**src/rtl/uart_tx_arbiter.sv**
```systemverilog
// Message-granular round-robin arbiter that shares one uart_tx write port among N_CH producers.
// A channel holds the port until its last beat, or until it stalls for TIMEOUT cycles.
module uart_tx_arbiter #(
  parameter int N_CH       = 4,
  parameter int BYTE_WIDTH = 1,
  parameter int TIMEOUT    = 1024
) (
  input  logic                                  clk,
  input  logic                                  rst_n,
  input  logic [N_CH-1:0]                       i_req,
  output logic [N_CH-1:0]                       o_gnt,
  input  logic [N_CH*BYTE_WIDTH*8-1:0]          i_data,
  input  logic [N_CH-1:0]                       i_last,
  output logic                                  o_wreq,
  input  logic                                  i_wgnt,
  output logic [BYTE_WIDTH*8-1:0]               o_wdata,
  output logic                                  o_busy,
  output logic [((N_CH>1)?$clog2(N_CH):1)-1:0]  o_owner,
  output logic                                  o_abort
);
  localparam int W  = BYTE_WIDTH*8;
  localparam int OW = (N_CH > 1) ? $clog2(N_CH) : 1;
  localparam int CW = (TIMEOUT > 0) ? $clog2(TIMEOUT+1) : 1;
  // Abort fires on the stall cycle that would bring the count to TIMEOUT.
  localparam logic [CW-1:0] LIM = CW'((TIMEOUT > 0) ? TIMEOUT-1 : 0);

  typedef enum logic {IDLE, LOCK} state_t;

  state_t          state;
  logic [OW-1:0]   rr_ptr;
  logic [CW-1:0]   stall_cnt;
  logic [OW-1:0]   pick;
  logic [OW-1:0]   idx;
  logic [OW-1:0]   owner_inc;
  logic            found;
  logic            owner_req;
  logic            owner_last;
  logic [W-1:0]    lane_data [N_CH];

  genvar c;
  generate
    for (c = 0; c < N_CH; c++) begin : g_lane
      assign lane_data[c] = i_data[c*W +: W];
      assign o_gnt[c]     = (state == LOCK) && (o_owner == OW'(c)) && i_wgnt;
    end
  endgenerate

  assign owner_req  = i_req[o_owner];
  assign owner_last = i_last[o_owner];
  assign o_wreq     = (state == LOCK) && owner_req;
  assign o_wdata    = lane_data[o_owner];
  assign owner_inc  = (o_owner == OW'(N_CH-1)) ? '0 : o_owner + 1'b1;

  // First requester at or after rr_ptr, wrapping.
  always_comb begin
    pick  = '0;
    idx   = '0;
    found = 1'b0;
    for (int i = 0; i < N_CH; i++) begin
      idx = OW'((int'(rr_ptr) + i) % N_CH);
      if (!found && i_req[idx]) begin
        pick  = idx;
        found = 1'b1;
      end
    end
  end

  always_ff @(posedge clk or negedge rst_n) begin
    if (!rst_n) begin
      state     <= IDLE;
      rr_ptr    <= '0;
      o_owner   <= '0;
      o_busy    <= 1'b0;
      o_abort   <= 1'b0;
      stall_cnt <= '0;
    end else begin
      o_abort <= 1'b0;
      case (state)
        IDLE: begin
          if (found) begin
            state     <= LOCK;
            o_owner   <= pick;
            o_busy    <= 1'b1;
            stall_cnt <= '0;
          end
        end
        LOCK: begin
          if (o_wreq && i_wgnt && owner_last) begin
            state     <= IDLE;
            o_busy    <= 1'b0;
            rr_ptr    <= owner_inc;
            stall_cnt <= '0;
          end else if (owner_req) begin
            stall_cnt <= '0;
          end else if (TIMEOUT > 0) begin
            if (stall_cnt >= LIM) begin
              state     <= IDLE;
              o_busy    <= 1'b0;
              o_abort   <= 1'b1;
              rr_ptr    <= owner_inc;
              stall_cnt <= '0;
            end else begin
              stall_cnt <= stall_cnt + 1'b1;
            end
          end
        end
        default: state <= IDLE;
      endcase
    end
  end
endmodule

```
**config.mk**
```make
export PLATFORM = sky130hd
export DESIGN_NAME = uart_tx_arbiter
export DESIGN_NICKNAME = d
export VERILOG_FILES = /design/src/rtl/uart_tx_arbiter.sv
export SDC_FILE = /design/constraint.sdc
export NUM_CORES = 1
export LEC_CHECK = 0
export BUFFER_PORTS_ARGS = -buffer_cell sky130_fd_sc_hd__buf_4
export CAP_MARGIN = 20
export CORE_UTILIZATION = 42
export CTS_CLUSTER_DIAMETER = 50
export DETAILED_ROUTE_END_ITERATION = 12
export GPL_TIMING_DRIVEN = 0
export HOLD_SLACK_MARGIN = 0.1
export PLACE_DENSITY = 0.75
export SYNTH_ARGS = -nofsm -noshare
export SYNTH_HDL_FRONTEND = slang
export SYNTH_SLANG_ARGS = --single-unit
```
**constraint.sdc**
```tcl
create_clock -name clk -period 1.8 [get_ports clk]
set_clock_uncertainty 0.1 [all_clocks]
set_input_delay 0.18 -clock clk [delete_from_list [all_inputs] [get_ports clk]]
set_output_delay 0.18 -clock clk [all_outputs]
set_load 0.005 [all_outputs]
```
==> flow_metrics.py, run 1 <==
metrics = {
    "placement": {
        "placed_area_um2": 1850,
        "preCtsSetupSlack_ps": -275,
        "dp_hpwl_um": 2770,
        "globalplace.congestion": 0.803,
        "portBuffers": 59,
    },
    "worst_setup_path": {
        "cp_slowest_cell": "mux4_2",
        "path_cells": "mux4_2 > nand2b_4 > o31ai_4 > mux2_4",
        "arrival_ps": 2080,
        "endpoint_kind": "flip-flop",
        "crit_family": "multiplexers",
        "start_kind": "flip-flop",
        "worstSetupPathType": "reg2reg",
        "r2r_slack_ps": -190,
        "max_stage_delay_ps": 550,
        "critPathBufInv": 0,
        "required_ps": 1890,
        "worst-path-max-fanout": 3,
    },
    "pwr": {
        "p_leak_nw": 0.907,
        "cellPowerDensity_nw_per_um2": 1120,
        "peakVddDrop_v": 0.000571,
    },
    "drt": {
        "wl_per_cell_um": 15.3,
        "antenna_left": 0,
        "viasPerCell": 5.68,
        "vias": 1398,
        "wl_um": 3750,
        "drc": 0,
        "drt_iter0_drc": 69,
        "first_pass_iters": 4,
    },
    "yosys": {
        "synth_area_per_cell_um2": 10.3,
        "synth_area_um2": 1340,
        "ys_ff_latch": 18,
        "synth.most_common_cell": "dfrtp_1",
        "synth_top_area_share_pct": 33.6,
        "synth_area_leaders": "dfrtp_1, mux4_2, o211ai_1",
        "synth-edff-count": 0,
        "yosysTopAreaCell": "dfrtp_1",
        "yosys_warnings": 0,
        "netlist_instances": 130,
        "yosysSeqAreaShare_pct": 33.6,
        "synth_ff_type": "dfrtp_1",
        "synthesis.nets": 178,
        "synth_cell_type_count": 40,
        "synth_commonest_cells": "dfrtp_1, nand2_1, mux4_2, nor2_1, o211ai_1",
        "synthArstFlopShare_pct": 100,
    },
    "clock_tree": {
        "path_clk_slew_ps": 110,
        "cts-root-buf": "clkbuf_4",
        "cts_tree": "built",
        "cts_max_level": 1,
        "cts_sinks": 18,
        "clk_latency_ps": 300,
        "cts_buffers": 3,
        "clock_path_buffers": 2,
    },
    "timing": {
        "grt_setup_unrepaired": "true",
        "slew_headroom_pct": 67.9,
        "timing.final.crit_share_pct": 110,
        "fmax_mhz": 504,
        "setup_viol": 22,
        "hold_viol": 0,
        "slew_viol_final": 0,
        "worst_slack_ps": -186,
        "hold-worst-slack_ps": 128,
        "tightest_slew_ps": 481,
        "fin_tns_setup_ps": -2020,
        "period_minus_slack_ps": 1990,
    },
    "global_route": {
        "grt_max_degree": 19,
        "grt_pass1_vias": 1312,
        "grt_first_pass_wirelength_um": 5710,
        "grt_overflow": 0,
        "antenna_found_initial": 0,
        "track_usage_pct": 21.7,
    },
    "cells_and_area": {
        "n_antenna_cell": 0,
        "final_nets": 251,
        "final_area_um2": 2040,
        "drive_above_1_share_pct": 49.5,
        "area_growth_pct": 52.1,
    },
    "status": {
        "violations": "setup timing",
        "outcome": "complete, but fails checks",
    },
    "min_path": {
        "hold_path_class": "in2reg",
    },
    "floorplan": {
        "num_io_pins": 60,
        "dieWidth_um": 58.5,
        "die_h_um": 58.5,
        "start_util_pct": 44.3,
        "die_area_um2": 3420,
        "placementRows": 20,
        "coreArea_um2": 3030,
    },
    "job": {
        "max-cap-violations": 0,
    },
}
==> sequential cells by signal (all words and copies together), names as in the netlist <==
register   flops
o_busy         1
rr_ptr         2
stall_cnt     11
o_owner        2
state          1
o_abort        1
==> cell families after synthesis <==
kind of cell | synth area share [%]
xor gates and xnor gates | 0.654
DFF | 33.6
and+or+nand+nor | 19.4
adders and majority gates | 4.67
buffers and inverters | 4.39
AOI/OAI and AO/OA | 17.7
muxes | 19.5
==> stage by stage <==
step / total power [mW] / util, % / cells
floorplan: 1.28 / - / 130
global placement: 1.72 / 61.0 / 233
detailed placement: 1.74 / 61.0 / 233
CTS: 2.19 / 65.4 / 244
global route: 2.44 / 67.3 / 246
finish: 2.29 / 67.3 / 246
==> area by class of cell <==
cell class / count / area [µm²]
fill: 238 / 990
multi-input combinational: 102 / 891
timing repair buffer: 67 / 527
sequential: 18 / 453
tap: 44 / 55.1
buffer: 5 / 53.8
clock buffer: 4 / 36.3
inverter: 6 / 22.5
==> routing by layer <==
layer	part of all wire, %	track usage, %	up-vias
met4	3.4	9.18	0
met3	8.1	3.30	13
li1	-	-	642
met1	38	26.0	674
met2	50	38.6	69
met5	0	0	-
==> power breakdown <==
part           switching, mW  internal, mW  total (mW)
Clock                  0.132         0.123       0.255
Sequential             0.112         0.493       0.606
Combinational          0.561         0.869        1.43
==> layout by cell type, fill, tap and decap left out, types with 2 or more instances in the layout <==
cell | Yosys | routed
mux4_2 | 9 | 9
inv_1 | 6 | 5
and3_1 | 5 | 5
nand2b_1 | 2 | 2
a21oi_1 | 2 | 2
buf_4 | 0 | 65
o21ai_0 | 7 | 4
mux2_4 | 0 | 2
ha_1 | 5 | 5
dfrtp_1 | 18 | 16
nand2_1 | 16 | 16
nor2b_1 | 3 | 3
clkbuf_4 | 0 | 3
nand3_1 | 3 | 3
dfrtp_2 | 0 | 2
nor3_1 | 4 | 4
o211ai_1 | 9 | 9
o221ai_1 | 2 | 2
nor2_2 | 0 | 2
nor2_1 | 9 | 7
buf_6 | 2 | 3
and2_1 | 2 | 2
o21ai_2 | 1 | 3
nand4_1 | 2 | 2
==> worst paths after layout <==
kind | start | to | depth (start not counted)
worst max-delay path | o_owner[0] | rr_ptr[0] | 4
worst min-delay path | i_req[3] | o_owner[1] | 3
worst max register to register | o_owner[0] | rr_ptr[0] | 4
worst min register to register | stall_cnt[0] | stall_cnt[0] | 1
max in group asynchronous | rst_n | stall_cnt[0] | 2
min in group asynchronous | rst_n | stall_cnt[6] | 2
==> what timing repair did <==
item                                   in CTS  in global routing
hold buffers                                1                  0
setup buffers                               6                  0
endpoints found under the hold margin      18                  0
pin swaps                                   5                  7
setup endpoints to repair                  25                 26
cloned                                      0                  2
gates resized for setup                    11                  9
==> worst reg2reg max path, delay by kind of cell (launching register included) <==
family / cells / cell delay (ps)
mux: 2 / 880
simple gates: 1 / 180
flops: 1 / 410
compound gates: 1 / 300
Note: power is estimated with default switching activity, not from simulation.
==> run 2: changes to the inputs <==
--- a/config.mk
+++ b/config.mk
@@ -5,14 +5,15 @@
 export SDC_FILE = /design/constraint.sdc
 export NUM_CORES = 1
 export LEC_CHECK = 0
+export ABC_AREA = 1
 export BUFFER_PORTS_ARGS = -buffer_cell sky130_fd_sc_hd__buf_4
 export CAP_MARGIN = 20
-export CORE_UTILIZATION = 42
+export CORE_UTILIZATION = 44
 export CTS_CLUSTER_DIAMETER = 50
 export DETAILED_ROUTE_END_ITERATION = 12
 export GPL_TIMING_DRIVEN = 0
 export HOLD_SLACK_MARGIN = 0.1
-export PLACE_DENSITY = 0.75
+export PLACE_DENSITY = 0.76
 export SYNTH_ARGS = -nofsm -noshare
 export SYNTH_HDL_FRONTEND = slang
 export SYNTH_SLANG_ARGS = --single-unit
==> run 2 against run 1 <==
Against the previous run: the flow now finishes without violations; sequential power rose by 0.7%; synthesized area is 16% higher; clock-buffer cell count is the same; first-iteration DRC count down 28%; utilization up 1.1 points; via count is 23% higher; combinational power grew 59%; non-clock buffer count increased by 5; critical path depth rose by 2; critical path type is now reg2out; highest routed layer unchanged.
==> flow_metrics.py, run 2 <==
metrics = {
    "timing": {
        "hold_viol": 0,
        "worst_slack_ps": 15.2,
        "grt_setup_unrepaired": "true",
        "slew_headroom_pct": 74.7,
        "fmax_mhz": 560,
        "timing.final.crit_share_pct": 99.2,
        "slew_viol_final": 0,
        "setup_viol": 0,
        "fin_tns_setup_ps": 0,
        "tightest_slew_ps": 379,
        "period_minus_slack_ps": 1780,
    },
    "clock_tree": {
        "clock_path_buffers": 2,
        "cts-root-buf": "clkbuf_4",
        "cts_sinks": 18,
        "clk_latency_ps": 290,
        "cts_tree": "built",
        "path_clk_slew_ps": 100,
        "cts_buffers": 3,
        "cts_max_level": 1,
    },
    "placement": {
        "preCtsSetupSlack_ps": -139,
        "portBuffers": 59,
        "dp_hpwl_um": 3140,
        "dpl.cell_count": 336,
        "placed_area_um2": 2060,
        "globalplace.congestion": 0.797,
    },
    "yosys": {
        "synth_area_um2": 1560,
        "synth_ff_type": "dfrtp_1",
        "netlist_instances": 231,
        "synth_top_area_share_pct": 28.9,
        "yosysTopAreaCell": "dfrtp_1",
        "synth_commonest_cells": "nand2_1, nor2_1, o21ai_0, inv_1, dfrtp_1",
        "synth_cell_type_count": 29,
        "ys_ff_latch": 18,
        "synthesis.nets": 279,
        "synthArstFlopShare_pct": 100,
        "synth_area_leaders": "dfrtp_1, nand2_1, o21ai_0",
        "synth-edff-count": 0,
        "yosysSeqAreaShare_pct": 28.9,
        "synth.most_common_cell": "nand2_1",
        "yosys_warnings": 0,
        "synth_area_per_cell_um2": 6.74,
    },
    "pwr": {
        "p_leak_nw": 1.16,
        "peakVddDrop_v": 0.000844,
        "cellPowerDensity_nw_per_um2": 1360,
        "p_total_mw": 3.13,
    },
    "cells_and_area": {
        "largest-register": "stall_cnt",
        "mostFrequentLayoutCells": "buf_4, nand2_1, nor2_1",
        "drive_above_1_share_pct": 39.0,
        "largest_reg_flops": 11,
        "multiInputGateArea_um2": 985,
        "area_growth_pct": 47.6,
        "final_area_um2": 2300,
        "final_common_cell": "buf_4",
        "final_cells": 351,
        "nFillCells": 308,
        "reg.largest.list": "stall_cnt x11, o_owner x2, rr_ptr x2",
        "n_antenna_cell": 0,
        "regArea_um2": 453,
        "final_nets": 354,
    },
    "floorplan": {
        "coreArea_um2": 3360,
        "die_h_um": 61.5,
        "start_util_pct": 46.3,
        "num_io_pins": 60,
        "dieWidth_um": 61.5,
        "die_area_um2": 3780,
        "placementRows": 21,
    },
    "status": {
        "outcome": "complete, no violations",
    },
    "global_route": {
        "grt_first_pass_wirelength_um": 6610,
        "grt_max_degree": 19,
        "track_usage_pct": 22.8,
        "grt_overflow": 0,
        "grt_pass1_vias": 1590,
        "antenna_found_initial": 0,
    },
    "drt": {
        "first_pass_iters": 4,
        "vias": 1713,
        "drc": 0,
        "wl_per_cell_um": 12.1,
        "drt_iter0_drc": 50,
        "viasPerCell": 4.88,
        "wl_um": 4250,
        "antenna_left": 0,
    },
    "min_path": {
        "hold_path_class": "in2async",
    },
    "worst_setup_path": {
        "worst-path-max-fanout": 6,
        "endpoint_kind": "output pin",
        "start_kind": "flip-flop",
        "worstSetupPathType": "reg2out",
        "arrival_ps": 1500,
        "required_ps": 1520,
    },
    "job": {
        "max-cap-violations": 0,
    },
}
run 2: report_power, final:
group / internal, mW / switching [mW]
sequential: 0.497 / 0.113
combinational: 1.05 / 1.22
clock: 0.123 / 0.125
total: 1.67 / 1.46
run 2: timing repair:
action / CTS / global route
hold endpoints to repair: 18 / 0
resized for setup: 14 / 18
gates cloned: 0 / 2
hold buffers: 1 / 0
pin swaps: 1 / 5
setup endpoints to repair: 15 / 25
setup buffers: 3 / 5
run 2: cells by family (layout without fill, tap and decap cells):
logic type	count (synthesis)	count (layout)	synth area share [%]
DFF	18	18	28.9
xor gates and xnor gates	3	3	1.69
buffers and inverters	36	110	9.64
and+or+nand+nor	119	119	36.4
adders and majority gates	5	5	4.02
AOI/OAI and AO/OA	50	50	19.4
run 2: path summary, 6_finish.rpt:
path / start / end / slack [ps] / depth (start not counted)
worst min register to register: o_busy / o_busy / 410 / 2
max in group asynchronous: rst_n / o_owner[1] / 1200 / 2
worst min-delay path: rst_n / stall_cnt[6] / 190 / 2
worst max register to register: rr_ptr[0] / o_owner[0] / 100 / 11
min in group clk: i_req[2] / stall_cnt[3] / 320 / 6
worst max-delay path: o_owner[0] / o_wdata[4] / 20 / 6
run 2: critical path, cell delays in order (launching register included):
cell	delay, ps
dfrtp_2	460
inv_4	100
buf_8	120
buf_8	110
nor2_1	50
o22ai_1	210
buf_4	150
run 2: final cells by class:
type                       count  area share, %
buffer                         7           3.32
inverter                      29           5.06
timing repair buffer          70           25.0
clock buffer                   4           1.58
multi-input combinational    177           42.8
tap                           46           2.50
sequential                    18           19.7
run 2: layer usage:
metal,up-vias,global-route usage (%),part of all wire [%]
met5,-,0,0
met2,46,42.1,50
li1,901,-,-
met4,0,2.54,0.75
met1,762,28.0,45
met3,4,4.62,3.7
run 2: through the flow:
| step | utilization, % | hold slack, ps |
|---|---|---|
| 6_report | 68.4 | 187 |
| 5_1_grt | 68.4 | 200 |
| 4_1_cts | 64.4 | 186 |
| 3_5_place_dp | 61.2 | -39.5 |
| 3_3_place_gp | 61.2 | -38.3 |
| 2_1_floorplan | - | -216 |
==> run 3: changes to the inputs <==
==> constraint.sdc (replaced) <==
create_clock -name clk -period 1.8 [get_ports clk]
set_clock_uncertainty 0.1 [all_clocks]
set_input_delay 0.09 -clock clk [delete_from_list [all_inputs] [get_ports clk]]
set_output_delay 0.09 -clock clk [all_outputs]
set_load 0.005 [all_outputs]
==> run 3 against run 2 <==
Against the previous run: non-clock buffer count down 3; clock-buffer cell count did not move; power decreased by 7.6%; combinational power is 10% lower; die area unchanged; clock power about the same; register-to-register slack is essentially flat; final cell count shrank 0.85%; utilization fell by 2.5 points; sequential share of layout area is 0.68 points higher; worst setup slack better by 91 ps; sequential cell count is the same; critical endpoint is now o_owner[0].
==> flow_metrics.py, run 3 (synthesized netlist as in run 2, its figures left out) <==
metrics = {
    "clock_tree": {
        "cts_tree": "built",
        "clock_path_buffers": 2,
        "cts_sinks": 18,
        "cts_max_level": 1,
        "path_clk_slew_ps": 100,
        "clk_latency_ps": 300,
        "cts-root-buf": "clkbuf_4",
        "cts_buffers": 3,
    },
    "worst_setup_path": {
        "path_cells": "buf_6 > nand2_1 > nand2_1 > nand2_1 > nand2_4 > nor2_4 > nand3_4 > nand2_2 > nor2_1 > nand2_1 > nand2_1",
        "required_ps": 1890,
        "crit_start": "rr_ptr[0]",
        "arrival_ps": 1780,
        "worstReg2RegStart": "rr_ptr[0]",
        "crit_top_cell": "nand2_1",
        "r2r-end": "o_owner[0]",
        "max_stage_delay_ps": 430,
        "rr_worst_depth": 11,
        "worstSetupPathType": "reg2reg",
        "crit_end": "o_owner[0]",
        "cp.depth": 11,
        "worst-path-max-fanout": 10,
        "r2r_slack_ps": 110,
        "cp_slowest_cell": "dfrtp_1",
        "endpoint_kind": "flip-flop",
        "start_kind": "flip-flop",
        "critPathBufInv": 1,
        "crit_family": "simple AND/OR/NAND/NOR gates",
    },
    "placement": {
        "preCtsSetupSlack_ps": -48.7,
        "dp_hpwl_um": 3140,
        "portBuffers": 59,
        "placed_area_um2": 2060,
        "globalplace.congestion": 0.797,
    },
    "floorplan": {
        "die_h_um": 61.5,
        "num_io_pins": 60,
        "die_area_um2": 3780,
        "placementRows": 21,
        "coreArea_um2": 3360,
        "start_util_pct": 46.3,
        "dieWidth_um": 61.5,
    },
    "drt": {
        "first_pass_iters": 4,
        "antenna_left": 0,
        "wl_um": 4100,
        "wl_per_cell_um": 11.8,
        "drc": 0,
        "drt_iter0_drc": 54,
        "viasPerCell": 4.91,
        "vias": 1707,
    },
    "cells_and_area": {
        "final_area_um2": 2220,
        "mostFrequentLayoutCells": "buf_4, nand2_1, nor2_1",
        "final_common_cell": "buf_4",
        "n_antenna_cell": 0,
        "area_growth_pct": 42.3,
        "largest_reg_flops": 11,
        "fin_util_pct": 65.9,
        "final_nets": 351,
        "reg.largest.list": "stall_cnt x11, o_owner x2, rr_ptr x2",
        "largest-register": "stall_cnt",
        "drive_above_1_share_pct": 37.1,
    },
    "pwr": {
        "cellPowerDensity_nw_per_um2": 1310,
        "peakVddDrop_v": 0.000738,
        "p_leak_nw": 1.11,
        "p_total_mw": 2.89,
    },
    "global_route": {
        "track_usage_pct": 22.8,
        "antenna_found_initial": 0,
        "grt_overflow": 0,
        "grt_pass1_vias": 1595,
        "grt_max_degree": 12,
        "grt_first_pass_wirelength_um": 6600,
    },
    "min_path": {
        "min_from": "i_req[3]",
        "hold_path_class": "in2reg",
    },
    "timing": {
        "setup_viol": 0,
        "hold_viol": 0,
        "tightest_slew_ps": 453,
        "timing.final.crit_share_pct": 94.1,
        "slew_headroom_pct": 69.7,
        "period_minus_slack_ps": 1690,
        "hold-worst-slack_ps": 235,
        "fmax_mhz": 591,
        "slew_viol_final": 0,
        "worst_slack_ps": 107,
    },
    "job": {
        "max-cap-violations": 0,
    },
    "status": {
        "outcome": "complete, no violations",
    },
}
## run 3: changes by cell type in the layout (fill, tap and decap cells not counted), sizes merged
cell and change:
buf -5, dlygate4sd3 +2
## run 3: per-stage QoR
step | setup TNS [ps] | std cells
6_report | 0 | 348
5_1_grt | -4.01 | 348
4_1_cts | 0 | 345
3_5_place_dp | -146 | 336
3_3_place_gp | -96.2 | 336
2_1_floorplan | 0 | 231
## run 3: how the worst min path moves through the flow
| stage | to | slack, ps | cells after the start |
|---|---|---|---|
| 6_report | o_owner[1] | 240 | 7 |
| 5_1_grt | o_owner[1] | 260 | 7 |
| 4_1_cts | o_abort | 220 | 6 |
| 3_5_place_dp | stall_cnt[5] | -130 | 1 |
| 3_3_place_gp | stall_cnt[5] | -130 | 1 |
| 2_1_floorplan | o_abort | -310 | 0 |
## run 3: final cells by class
class | instances | area [µm²]
multi-input combinational | 177 | 982
inverter | 29 | 114
timing repair buffer | 67 | 510
tap | 46 | 57.6
sequential | 18 | 452
buffer | 7 | 65.1
clock buffer | 4 | 36.3
fill | 322 | 1150
## run 3: power breakdown
part           switching [mW]  internal [mW]  leakage, nW
logic                    1.15          0.888        0.858
clock network           0.125          0.123       0.0210
registers               0.113          0.495        0.235
## run 3: timing repair
| item | in CTS | in global routing |
|---|---|---|
| hold buffers | 3 | 0 |
| pin swaps | 0 | 3 |
| resized for setup | 10 | 15 |
| hold endpoints to repair | 18 | 0 |
| setup buffers | 2 | 3 |
| setup endpoints to repair | 14 | 23 |
## run 3: layer usage
metal	global-route usage [%]	up-vias	part of all wire, %
met5	0	-	0
met4	2.54	0	0.78
met3	4.62	4	4.3
met2	42.4	52	49
met1	27.8	756	46
li1	-	895	-
## run 3: worst register-to-register path, delay by kind of cell (launching register included)
kind | cells | cell delay (ps)
buffers and inverters | 1 | 150
flip-flops | 1 | 430
AND/OR/NAND/NOR | 10 | 900
